[src/rtl/traffic_sched_pkg.sv]
// Shared types for the intersection phase scheduler:
// phase state encodings, owner indices and the owner one-hot helper.
package traffic_sched_pkg;

    typedef enum logic [1:0] {
        FLASH   = 2'd0,
        ALL_RED = 2'd1,
        GREEN   = 2'd2,
        YELLOW  = 2'd3
    } state_t;

    typedef logic [1:0] owner_t;

    localparam owner_t NS  = 2'd0;
    localparam owner_t EW  = 2'd1;
    localparam owner_t PED = 2'd2;

    // Index 3 is not a legal owner and maps to an empty mask.
    function automatic logic [2:0] owner_mask(input owner_t o);
        return 3'b001 << o;
    endfunction

endpackage

[src/rtl/intersection_phase_scheduler_rr_pick3.sv]
// Round-robin search for the next right-of-way owner:
// cur+1, cur+2, then cur; NS when nothing is pending.
module rr_pick3
    import traffic_sched_pkg::*;
(
    input  logic [2:0] pending,
    input  owner_t     cur,
    output owner_t     nxt
);

    owner_t c0;
    owner_t c1;
    owner_t c2;

    always_comb begin
        c1 = EW;
        c2 = PED;
        c0 = NS;
        case (cur)
            EW: begin
                c1 = PED;
                c2 = NS;
                c0 = EW;
            end
            PED: begin
                c1 = NS;
                c2 = EW;
                c0 = PED;
            end
            default: ;
        endcase

        nxt = NS;
        if (|(pending & owner_mask(c1)))
            nxt = c1;
        else if (|(pending & owner_mask(c2)))
            nxt = c2;
        else if (|(pending & owner_mask(c0)))
            nxt = c0;
    end

endmodule

[src/rtl/intersection_phase_scheduler.sv]
// Right-of-way scheduler for NS/EW/PED with GREEN-YELLOW-ALL_RED clearance.
// Define PREEMPT_EN to add the emergency preempt input toward NS.
module intersection_phase_scheduler
    import traffic_sched_pkg::*;
#(
    parameter int T_MIN_GREEN = 5,
    parameter int T_MAX_GREEN = 20,
    parameter int T_PED       = 10,
    parameter int T_YELLOW    = 3,
    parameter int T_ALL_RED   = 2,
    parameter int TW          = 5
) (
    input  logic          clk_1Hz,
    input  logic          rst_n,
    input  logic          enable,
    input  logic [2:0]    req,
`ifdef PREEMPT_EN
    input  logic          preempt,
`endif
    output logic [2:0]    grant,
    output logic          yellow_o,
    output logic          all_red_o,
    output logic          flash_o,
    output logic [2:0]    served,
    output logic [TW-1:0] remaining
);

    localparam logic [TW-1:0] LD_MIN = TW'(T_MIN_GREEN - 1);
    localparam logic [TW-1:0] LD_MAX = TW'(T_MAX_GREEN - 1);
    localparam logic [TW-1:0] LD_PED = TW'(T_PED - 1);
    localparam logic [TW-1:0] LD_YEL = TW'(T_YELLOW - 1);
    localparam logic [TW-1:0] LD_AR  = TW'(T_ALL_RED - 1);
    localparam logic [TW-1:0] EL_SAT = '1;

    state_t        state;
    state_t        state_n;
    owner_t        cur;
    owner_t        cur_n;
    owner_t        pick;
    owner_t        nxt;
    logic [TW-1:0] timer;
    logic [TW-1:0] timer_n;
    logic [TW-1:0] elapsed;
    logic [TW-1:0] elapsed_n;
    logic [2:0]    pending;
    logic [2:0]    pending_n;
    logic [2:0]    served_n;
    logic [2:0]    cur_mask;
    logic [2:0]    others;
    logic          stop;
    logic          stop_n;
    logic          expired;
    logic          rest;

    rr_pick3 u_pick (
        .pending (pending),
        .cur     (cur),
        .nxt     (pick)
    );

    always_comb begin
        state_n   = state;
        cur_n     = cur;
        timer_n   = timer;
        elapsed_n = elapsed;
        stop_n    = stop;
        served_n  = 3'b000;
        cur_mask  = owner_mask(cur);
        others    = pending & ~cur_mask;
        expired   = (timer == '0);
        nxt       = pick;
        rest      = (cur == NS) && (others == 3'b000);
`ifdef PREEMPT_EN
        if (preempt)
            nxt = NS;
        if (preempt && cur == NS)
            rest = 1'b1;
`endif
        // The current owner cannot re-request itself while it is green.
        pending_n = pending
                  | (req & ~((state == GREEN) ? cur_mask : 3'b000));

        unique case (state)
            FLASH: begin
                if (enable) begin
                    state_n = ALL_RED;
                    timer_n = LD_AR;
                    stop_n  = 1'b0;
                end
            end
            ALL_RED: begin
                if (!enable)
                    stop_n = 1'b1;
                if (!expired) begin
                    timer_n = timer - 1'b1;
                end else if (stop || !enable) begin
                    state_n = FLASH;
                    timer_n = '0;
                end else begin
                    state_n   = GREEN;
                    cur_n     = nxt;
                    elapsed_n = '0;
                    served_n  = owner_mask(nxt);
                    pending_n = pending_n & ~owner_mask(nxt);
                    timer_n   = (nxt == PED) ? LD_PED : LD_MAX;
                end
            end
            GREEN: begin
                if (elapsed != EL_SAT)
                    elapsed_n = elapsed + 1'b1;
                if (!enable) begin
                    stop_n  = 1'b1;
                    state_n = YELLOW;
                    timer_n = LD_YEL;
`ifdef PREEMPT_EN
                end else if (preempt && cur != NS) begin
                    state_n = YELLOW;
                    timer_n = LD_YEL;
`endif
                end else if (rest) begin
                    timer_n = timer;
                end else if (expired
                        || (cur != PED && elapsed >= LD_MIN
                            && others != 3'b000)) begin
                    state_n = YELLOW;
                    timer_n = LD_YEL;
                end else begin
                    timer_n = timer - 1'b1;
                end
            end
            YELLOW: begin
                if (!enable)
                    stop_n = 1'b1;
                if (expired) begin
                    state_n = ALL_RED;
                    timer_n = LD_AR;
                end else begin
                    timer_n = timer - 1'b1;
                end
            end
        endcase
    end

    always_ff @(posedge clk_1Hz) begin
        if (!rst_n) begin
            state     <= FLASH;
            cur       <= NS;
            timer     <= '0;
            elapsed   <= '0;
            pending   <= 3'b000;
            stop      <= 1'b0;
            grant     <= 3'b000;
            yellow_o  <= 1'b0;
            all_red_o <= 1'b0;
            flash_o   <= 1'b1;
            served    <= 3'b000;
            remaining <= '0;
        end else begin
            state     <= state_n;
            cur       <= cur_n;
            timer     <= timer_n;
            elapsed   <= elapsed_n;
            pending   <= pending_n;
            stop      <= stop_n;
            grant     <= (state_n == GREEN) ? owner_mask(cur_n) : 3'b000;
            yellow_o  <= (state_n == YELLOW);
            all_red_o <= (state_n == ALL_RED);
            flash_o   <= (state_n == FLASH);
            served    <= served_n;
            remaining <= (state_n == FLASH) ? '0 : timer_n;
        end
    end

endmodule

[config.mk]
export PLATFORM = sky130hd
export DESIGN_NAME = intersection_phase_scheduler
export DESIGN_NICKNAME = d
export VERILOG_FILES = /design/src/rtl/traffic_sched_pkg.sv /design/src/rtl/intersection_phase_scheduler_rr_pick3.sv /design/src/rtl/intersection_phase_scheduler.sv
export SDC_FILE = /design/constraint.sdc
export NUM_CORES = 1
export LEC_CHECK = 0
export ABC_CLOCK_PERIOD_IN_PS = 6700
export BUFFER_PORTS_ARGS = -buffer_cell sky130_fd_sc_hd__buf_4
export CAP_MARGIN = 30
export CORE_AREA = 8 8 62 64
export CTS_CLUSTER_DIAMETER = 150
export DETAILED_ROUTE_END_ITERATION = 6
export DIE_AREA = 0 0 70 72
export MAX_ROUTING_LAYER = met4
export PLACE_DENSITY_LB_ADDON = 0.12
export SYNTH_ARGS = -nofsm -noshare
export SYNTH_HDL_FRONTEND = slang
export SYNTH_SLANG_ARGS = --single-unit
[constraint.sdc]
create_clock -name clk_1Hz -period 6.7 [get_ports clk_1Hz]
set_input_delay 0 -clock clk_1Hz [delete_from_list [all_inputs] [get_ports clk_1Hz]]
set_output_delay 0 -clock clk_1Hz [all_outputs]
set_load 0.01 [all_outputs]
### After elaboration in Yosys (flattened, before gate mapping)

Index checks and enable logic that the tools add are counted.

| operators by class | value |
|---|---|
| bitwise gates (word level) | 13 |
| reductions and logical operators | 22 |
| multiplexer cells | 37 |
| add/subtract/negate cells | 2 |
| shift operators | 6 |
| equality and inequality tests | 16 |
| order comparisons | 1 |

Operators by type and width:

| operator | number |
|---|---|
| two-way mux 5 bit | 11 |
| two-way mux 2 bit | 13 |
| case mux 5 bit (4 select lines) | 1 |
| bitwise AND 3 bit | 6 |
| << shifter 1 x 2 -> 3 bit (first input constant) | 6 |
| == test 2 bit (second input constant) | 6 |
| two-way mux 3 bit | 4 |
| case mux 2 bit (2 select lines) | 3 |
| OR reduction 3 bit | 4 |
| != test 2 bit (second input constant) | 5 |
| case mux 5 bit (2 select lines) | 1 |
| NOT 3 bit | 3 |
| case mux 2 bit (4 select lines) | 1 |
| == test 2 x 1 -> 1 bit (second input constant) | 3 |
| zero test 2 bit | 3 |
| adder 5 x 1 -> 5 bit (second input constant) | 1 |
| greater-or-equal comparator 5 x 3 -> 1 bit (second input constant) | 1 |
| zero test 5 bit | 1 |
| != test 5 bit (second input constant) | 1 |
| subtractor 5 x 1 -> 5 bit (second input constant) | 1 |
| AND reduction 2 bit | 2 |
| AND reduction 4 bit | 1 |
| OR reduction 4 bit | 1 |
| logical AND 1 bit | 3 |
| other kinds (11) | 15 |

| word-level totals | value |
|---|---|
| word-level logic and storage cells | 109 |
| output and inout bits | 14 |
| bits in registers | 32 |

### Logic depth before layout (Yosys ltp)

Gate-level depths: netlist of the first run.

| logic depth | value |
|---|---|
| depth in word-level cells | 14 |
| mapped depth | 8 |
| mapped depth without buffers | 8 |

### Modules after synthesis

Synthesis of the first run repeated with hierarchy kept, for this count alone.

| unflattened totals | value |
|---|---|
| cells, all modules | 211 |
| area, all modules | 1,825.5 um^2 |

By module, submodules not included:

| module | cells each | area an instance (um^2) | times used |
|---|---|---|---|
| intersection_phase_scheduler | 185 | 1,617.8 | 1 |
| rr_pick3 | 26 | 207.7 | 1 |

### Worst setup path after synthesis of the first run

No wires, ideal clock.

| timing | value |
|---|---|
| path type | register to register |
| from | register cur[0] |
| to | register grant[0] |
| path slack | 4.558 ns |
| stages on the path, launching flop included | 9 |
| data arrival time | 2.025 ns |
| data required time | 6.583 ns |
| clock period less this slack | 2.142 ns |
| setup time | 0.117 ns |
| path buffers | 0 |
| path through | dfxtp_1 inv_1 ha_1 nand2b_1 nand3_1 nor3_1 a211oi_1 mux2i_1 and3b_2 |

| between the ends | value |
|---|---|
| cells in the longest elaborated chain, start to end | 12 |

RTL lines:

| item | line | source |
|---|---|---|
| start, declared | intersection_phase_scheduler.sv:37 | `owner_t cur;` |
| start signal, assigned | intersection_phase_scheduler.sv:160 | `cur <= cur_n;` |
| == test 2 bit (tied with other cells) | intersection_phase_scheduler_rr_pick3.sv:19 | `case (cur)` |
| case mux 2 bit (2 select lines) or NOT 3 bit (tied branches) | intersection_phase_scheduler_rr_pick3.sv:19, intersection_phase_scheduler.sv:69 |  |
| << shifter 1 x 2 -> 3 bit or bitwise AND 3 bit (tied branches) | traffic_sched_pkg.sv:20, intersection_phase_scheduler.sv:69 |  |
| bitwise AND 3 bit or nonzero test 3 bit (tied branches) | intersection_phase_scheduler_rr_pick3.sv:38, intersection_phase_scheduler.sv:124 |  |
| OR reduction 3 bit or logical AND 1 bit (tied branches) | intersection_phase_scheduler_rr_pick3.sv:38, intersection_phase_scheduler.sv:124 |  |
| two-way mux 2 bit or logical OR 1 bit (tied branches) | intersection_phase_scheduler_rr_pick3.sv:38, intersection_phase_scheduler.sv:123 |  |
| two-way mux 2 bit, on equally long branches | intersection_phase_scheduler_rr_pick3.sv:36, intersection_phase_scheduler.sv:122 |  |
| two-way mux 2 bit, on equally long branches | intersection_phase_scheduler_rr_pick3.sv:34, intersection_phase_scheduler.sv:120 |  |
| two-way mux 2 bit, on equally long branches | intersection_phase_scheduler.sv:96, intersection_phase_scheduler.sv:111 |  |
| two-way mux 2 bit or case mux 2 bit (4 select lines) (tied branches) | intersection_phase_scheduler.sv:94, intersection_phase_scheduler.sv:83 |  |
| two-way mux 2 bit or == test 2 bit (tied branches) | intersection_phase_scheduler.sv:83, intersection_phase_scheduler.sv:165 |  |
| << shifter 1 x 2 -> 3 bit or AND reduction 2 bit (tied branches) | - |  |
| end signal, assigned | intersection_phase_scheduler.sv:165 | `grant <= (state_n == GREEN) ? owner_mask(cur_n) : 3'b000;` |
| end, declared | intersection_phase_scheduler.sv:20 | `output logic [2:0] grant,` |

Several ways; a longest one is shown, not always the timed one.
A chain may end at the register's enable or synchronous reset.

### Final worst setup path of the first run

Same ends and word-level chain as after synthesis.

==> results of run 1 <==
-- cells in the mapped netlist, drive strengths merged, types with 2 or more instances --
library cell,instances,share of area (%)
nor2b,6,2.2
xnor2,2,1.0
a221oi,2,1.0
or2,2,0.74
a21oi,16,5.0
nor3,5,1.5
dfxtp,32,38
inv,13,2.9
a31oi,3,1.5
o22ai,3,1.1
and3,4,1.6
clkbuf,4,0.89
nand3,4,1.2
xor2,2,1.0
and2,3,1.2
nand2b,6,2.2
a21o,2,0.89
nor3b,2,0.89
a22oi,2,0.89
nand2,17,3.8
nor2,22,4.9
ha,10,7.4
o21ai,7,2.3
a211oi,5,2.2
-- how the worst max path moves through the flow --
stage,startpoint,endpoint,slack (ns)
2_1_floorplan,cur[0]$_SDFF_PN0_,grant[0]$_SDFF_PP0_,4.56
3_3_place_gp,cur[0]$_SDFF_PN0_,grant[0]$_SDFF_PP0_,4.39
3_5_place_dp,cur[0]$_SDFF_PN0_,grant[0]$_SDFF_PP0_,4.19
4_1_cts,cur[0]$_SDFF_PN0_,grant[1]$_SDFF_PP0_,4.19
5_1_grt,cur[0]$_SDFF_PN0_,grant[1]$_SDFF_PP0_,3.94
6_report,cur[0]$_SDFF_PN0_,grant[0]$_SDFF_PP0_,4.12
-- per-layer routing --
metal / wire [um] / vias up / global-route usage (%)
li1: - / 738 / -
met1: 1560 / 698 / 15.7
met2: 1990 / 43 / 28.3
met3: 211 / 8 / 4.77
met4: 64 / 0 / 8.93
met5: 0 / - / -
-- flip-flops by register name, summed over array words and instances, names as in the netlist --
signal and count:
cur 2, timer 5, remaining 5, yellow_o 1, state 2, served 3, pending 3, stop 1
elapsed 5, flash_o 1, grant 3, all_red_o 1
-- metrics by stage --
| step | instance area [um^2] | setup WS [ns] | util, % |
|---|---|---|---|
| 3_5_place_dp | 1850 | 4.19 | 63.6 |
| 5_1_grt | 1930 | 3.94 | 66.3 |
| 6_report | 1930 | 4.12 | 66.3 |
| 4_1_cts | 1920 | 4.19 | 66.3 |
| 3_3_place_gp | 1850 | 4.39 | 63.6 |
| 2_1_floorplan | 1680 | 4.56 | - |
-- cells by family after synthesis --
group / count (synthesis) / synth area share, %
and+or+nand+nor: 80 / 27.1
AOI/OAI and AO/OA: 49 / 20.7
xor gates and xnor gates: 4 / 2.08
muxes: 1 / 0.595
adders and majority gates: 10 / 7.43
DFF: 32 / 38.1
buffers and inverters: 18 / 4.09
-- power by group --
group | internal (mW) | switching, mW | total (mW)
Sequential | 0.236 | 0.0465 | 0.282
Combinational | 0.166 | 0.220 | 0.385
Clock | 0.0386 | 0.0592 | 0.0978
-- area by class of cell --
class	instances	area share, %
Tap cell	33	2.14
Sequential cell	32	33.3
Clock buffer	6	2.14
Inverter	13	2.53
Multi-Input combinational cell	144	50.6
Timing Repair Buffer	22	8.97
Clock inverter	1	0.260
Antenna cell	1	0.130
-- cell usage in the layout, fill, tap and decap left out, types with 6 or more instances in the layout --
master    netlist  layout
dfxtp_1        32      32
nor2_1         22      22
buf_4           0      19
nand2_1        17      17
a21oi_1        15      15
inv_1          13      13
ha_1           10      10
nand2b_1        6       6
o21ai_0         6       6
nor2b_1         6       6
-- critical path, stage by stage, from the launching register on --
cell      delay [ns]
dfxtp_1         0.39
inv_1           0.10
ha_1            0.37
nand2b_1        0.17
nand3_1         0.21
nor3_1          0.10
a211oi_1        0.58
mux2i_1         0.29
and3b_2         0.28
==> metrics, run 1 <==
status finished, final reports clean; Setup Fix Bufs, Post-CTS 0; Final Slew Violations 0; DRC Markers 0; Setup crit end kind flop; critical path fanouts, max 6; fin crit period 2.58 ns; synth unique cells 49; setup TNS 0 ns; Worst Hold Path Cells 4; Mapped Area 0.00168 mm^2; # resized after CTS 0; flops & latches, synth 32; Fin. Hold Viols 0; power density over the cells 397 mW/mm^2; Core Rows 20; Relative slew margins 55.9%; die height 72 um; leak pwr 0.820 nW; H-tree depth 2; Net count, final 234; total of max-cap violations 0; fillcell total 248; Pwr Total 0.765 mW; Critical Setup Path Class flop to flop; Worst Path Arrival 2.81 ns; type of the worst min-delay path primary input to flop; total CTS buffers 5; r2r setup slk 4.12 ns; FF+latch area 641 um^2; WL/cell 15.2 um; fraction of layout cells with a size suffix above 1 18.3%; max frequency 0.387 GHz; Starting Density 58.0%; maximum clock path buffer count 2; gpl congestion 0.867; GRT Residual Overflow 0; Placed Cells incl. Taps 241; reg2reg end grant[0]$_SDFF_PP0_; Worst Tran Pin Value 0.657 ns; hold endpoint stop$_SDFFE_PN0P_; number of vias per cell 5.90; synth warn 0; later-pin clock latency in the skew report 0.32 ns; die area 0.00504 mm^2; RSZ-0062 raised after global routing false; final antenna-violating net count 0; DR pass1 iterations 4; first-pass GRT wire length 6530 um; I/O Pins 20; Post-synth EDFFs 0; worst vdd ir 0.291 mV; fin cells 252; async set or reset register ratio after synthesis 0%; register area share after synthesis 38.1%; number of global-route vias before repair 1535; gr usage total 16.1%; via count 1487; Hold Path Origin enable; floorplan core area 0.00290 mm^2; reg-to-reg startpoint cur[0]$_SDFF_PN0_; Die Span X 70 um; CP Launch Type flop; multi-input logic area 973 um^2; Post-CTS Hold Buffers 3; clock sinks 32; initial antenna violation count 1; FF-to-FF path depth 8; CTS tree built; Root Buffer clkbuf_4; hold slack 0.0225 ns; Post-synth top flop dfxtp_1; Net Count, Synth 210; Finish-stage setup viols 0; Total Routed Length 3820 um; initial DRC count 100; Critical Path RT 6.92 ns; Final Skew 0.00767 ns; Synth Instances 194; Worst-path clk slew 0.09 ns; largest net degree at the start of global routing 15; Final period util 38.6%; DP HPWL 2870 um; port bufs 19; syn avg cell area 8.67 um^2; Layout area overhead 14.4%
Power figures use the tool's default switching activity.
==> run 2, diff against run 1 <==
ABC_CLOCK_PERIOD_IN_PS = 2500   (was 6700)
CORE_AREA = 8 8 64 66   (was 8 8 62 64)
DIE_AREA = 0 0 72 74   (was 0 0 70 72)
clock period = 2.5 ns   (was 6.7 ns; I/O delays follow)
==> metrics, run 2 (synthesis gave the netlist of run 1 again) <==
status finished, final reports clean; # resized after CTS 0 (unchanged); Finish-stage setup viols 0 (unchanged); Fin. Hold Viols 0 (unchanged); first-pass GRT wire length 6470 um (-0.95%); Die Span X 72 um (+2.9%); WL/cell 14.0 um (-7.7%); floorplan core area 0.00318 mm^2 (+9.5%); GRT Residual Overflow 0 (unchanged); setup TNS 0 ns (unchanged); Worst Path Arrival 2.51 ns (-0.30 ns); commonest cells after routing, fill and taps aside 32 x dfxtp_1, 22 x nor2_1, 21 x buf_4, 17 x nand2_1, 15 x a21oi_1; reg2reg end grant[1]$_SDFF_PP0_; via count 1440 (-3.2%); Net count, final 236 (+0.85%); leak pwr 0.840 nW (+2.4%); port bufs 19 (unchanged); H-tree depth 2 (unchanged); fin crit period 2.26 ns (-0.320 ns); Setup crit end kind flop; Area after DPL 0.00188 mm^2 (+1.7%); die height 74 um (+2.8%); clock sinks 32 (unchanged); initial antenna violation count 0 (-1); RSZ-0062 raised after global routing false; power density over the cells 1080 mW/mm^2 (+170%); Relative slew margins 65.5% (+9.6 points); total of max-cap violations 0 (unchanged); critical path fanouts, max 6 (unchanged); largest net degree at the start of global routing 15 (unchanged); die area 0.00533 mm^2 (+5.7%); Setup WS pre-CTS 0.253 ns (-3.94 ns); CTS tree built; FF-to-FF path depth 9 (+1); number of vias per cell 5.41 (-8.3%); CP Launch Type flop; Core Rows 21 (+5.0%); total CTS buffers 5 (unchanged); later-pin clock latency in the skew report 0.33 ns (about the same); r2r setup slk 0.24 ns (-3.88 ns); Worst Tran Pin Value 0.517 ns (-0.140 ns); fin cells 266 (+5.6%); worst setup margin 0.235 ns (-3.88 ns); Final Skew 0.00975 ns (+0.00208 ns); DR pass1 iterations 5 (+1); reg-to-reg startpoint cur[0]$_SDFF_PN0_; final antenna-violating net count 0 (unchanged); max frequency 0.442 GHz (+14%); maximum clock path buffer count 2 (unchanged); Critical Path RT 2.75 ns (-4.17 ns); Critical Path Start cur[0]$_SDFF_PN0_; initial DRC count 157 (+57%); gr usage total 15.9% (-0.25 points); Total Routed Length 3730 um (-2.6%); most common cell after layout, fill and taps aside dfxtp_1; Critical Setup Path Class flop to flop; Worst-path clk slew 0.09 ns (about the same); final instance area 0.00197 mm^2 (+2.5%); Starting Density 52.9% (-5.0 points); type of the worst min-delay path primary input to flop; Placed Cells incl. Taps 256 (+6.2%); DP HPWL 2740 um (-4.4%); Critical Path Sink grant[1]$_SDFF_PP0_; Root Buffer clkbuf_4; post-layout util 62.1% (-4.3 points); Final period util 90.6% (+52 points); gpl congestion 0.871 (+0.53%); Layout area overhead 17.2%; I/O Pins 20 (unchanged); top flop regs elapsed: 5 flops, remaining: 5 flops, timer: 5 flops; number of global-route vias before repair 1409 (-8.2%); worst vdd ir 0.467 mV (+61%); fraction of layout cells with a size suffix above 1 19.5% (+1.2 points); diode count 0 (-1); Final Slew Violations 0 (unchanged); DRC Markers 0 (unchanged)
[run 2: changes by cell type in the layout (fill, tap and decap cells not counted)]
cell,change
clkbuf_8,+2
clkinv_2,-1
buf_4,+2
diode_2,-1
clkbuf_1,-1
[run 2: worst max-delay path, cell delays in order (launching register included)]
cell	delay, ns
dfxtp_1	0.39
inv_1	0.09
ha_1	0.37
nand2b_1	0.17
nand3_1	0.20
nor3_1	0.08
a211oi_1	0.32
buf_4	0.19
mux2i_1	0.12
nor4_2	0.25
[run 2: final cells by class]
| cell class | count | area (um^2) |
|---|---|---|
| Inverter | 13 | 48.8 |
| Timing Repair Buffer | 24 | 188 |
| Clock buffer | 7 | 65.1 |
| Fill cell | 280 | 1210 |
| Tap cell | 46 | 57.6 |
| Multi-Input combinational cell | 144 | 973 |
| Sequential cell | 32 | 641 |
[run 2: worst min-delay path by stage]
stage	start	endpoint	slack (ns)	cells after the start
after floorplan	rst_n	state[0]$_SDFF_PN0_	0.11	2
after global placement	rst_n	state[0]$_SDFF_PN0_	0.31	3
after detailed placement	rst_n	state[0]$_SDFF_PN0_	0.30	3
after CTS	req[1]	pending[1]$_SDFF_PN0_	0.01	3
after global routing	req[1]	pending[1]$_SDFF_PN0_	0.01	3
final	enable	stop$_SDFFE_PN0P_	0.03	4
[run 2: per-stage QoR]
| step | power [mW] | hold slack [ns] |
|---|---|---|
| 6_report | 2.13 | 0.0266 |
| 5_1_grt | 2.32 | 0.0146 |
| 4_1_cts | 2.13 | 0.0144 |
| 3_5_place_dp | 1.80 | 0.304 |
| 3_3_place_gp | 1.77 | 0.308 |
| 2_1_floorplan | 1.52 | 0.112 |
[run 2: power by group]
group | switching [mW] | internal (mW) | total, mW | leakage, nW
Combinational | 0.579 | 0.460 | 1.04 | 0.541
Sequential | 0.128 | 0.631 | 0.759 | 0.261
Clock | 0.169 | 0.159 | 0.329 | 0.0374
[run 2: what timing repair did]
action                                  4_1_cts  5_1_grt
endpoints found under the setup margin        0        0
hold buffers                                  3        0
endpoints found under the hold margin         7        0
setup buffers                                 0        0
[run 2: layer usage]
layer	vias up	global-route usage (%)	share of wire, %
met3	12	5.12	4.3
met2	30	24.7	48
met4	0	9.52	3.0
met1	661	17.5	45
li1	737	-	-
met5	-	-	0
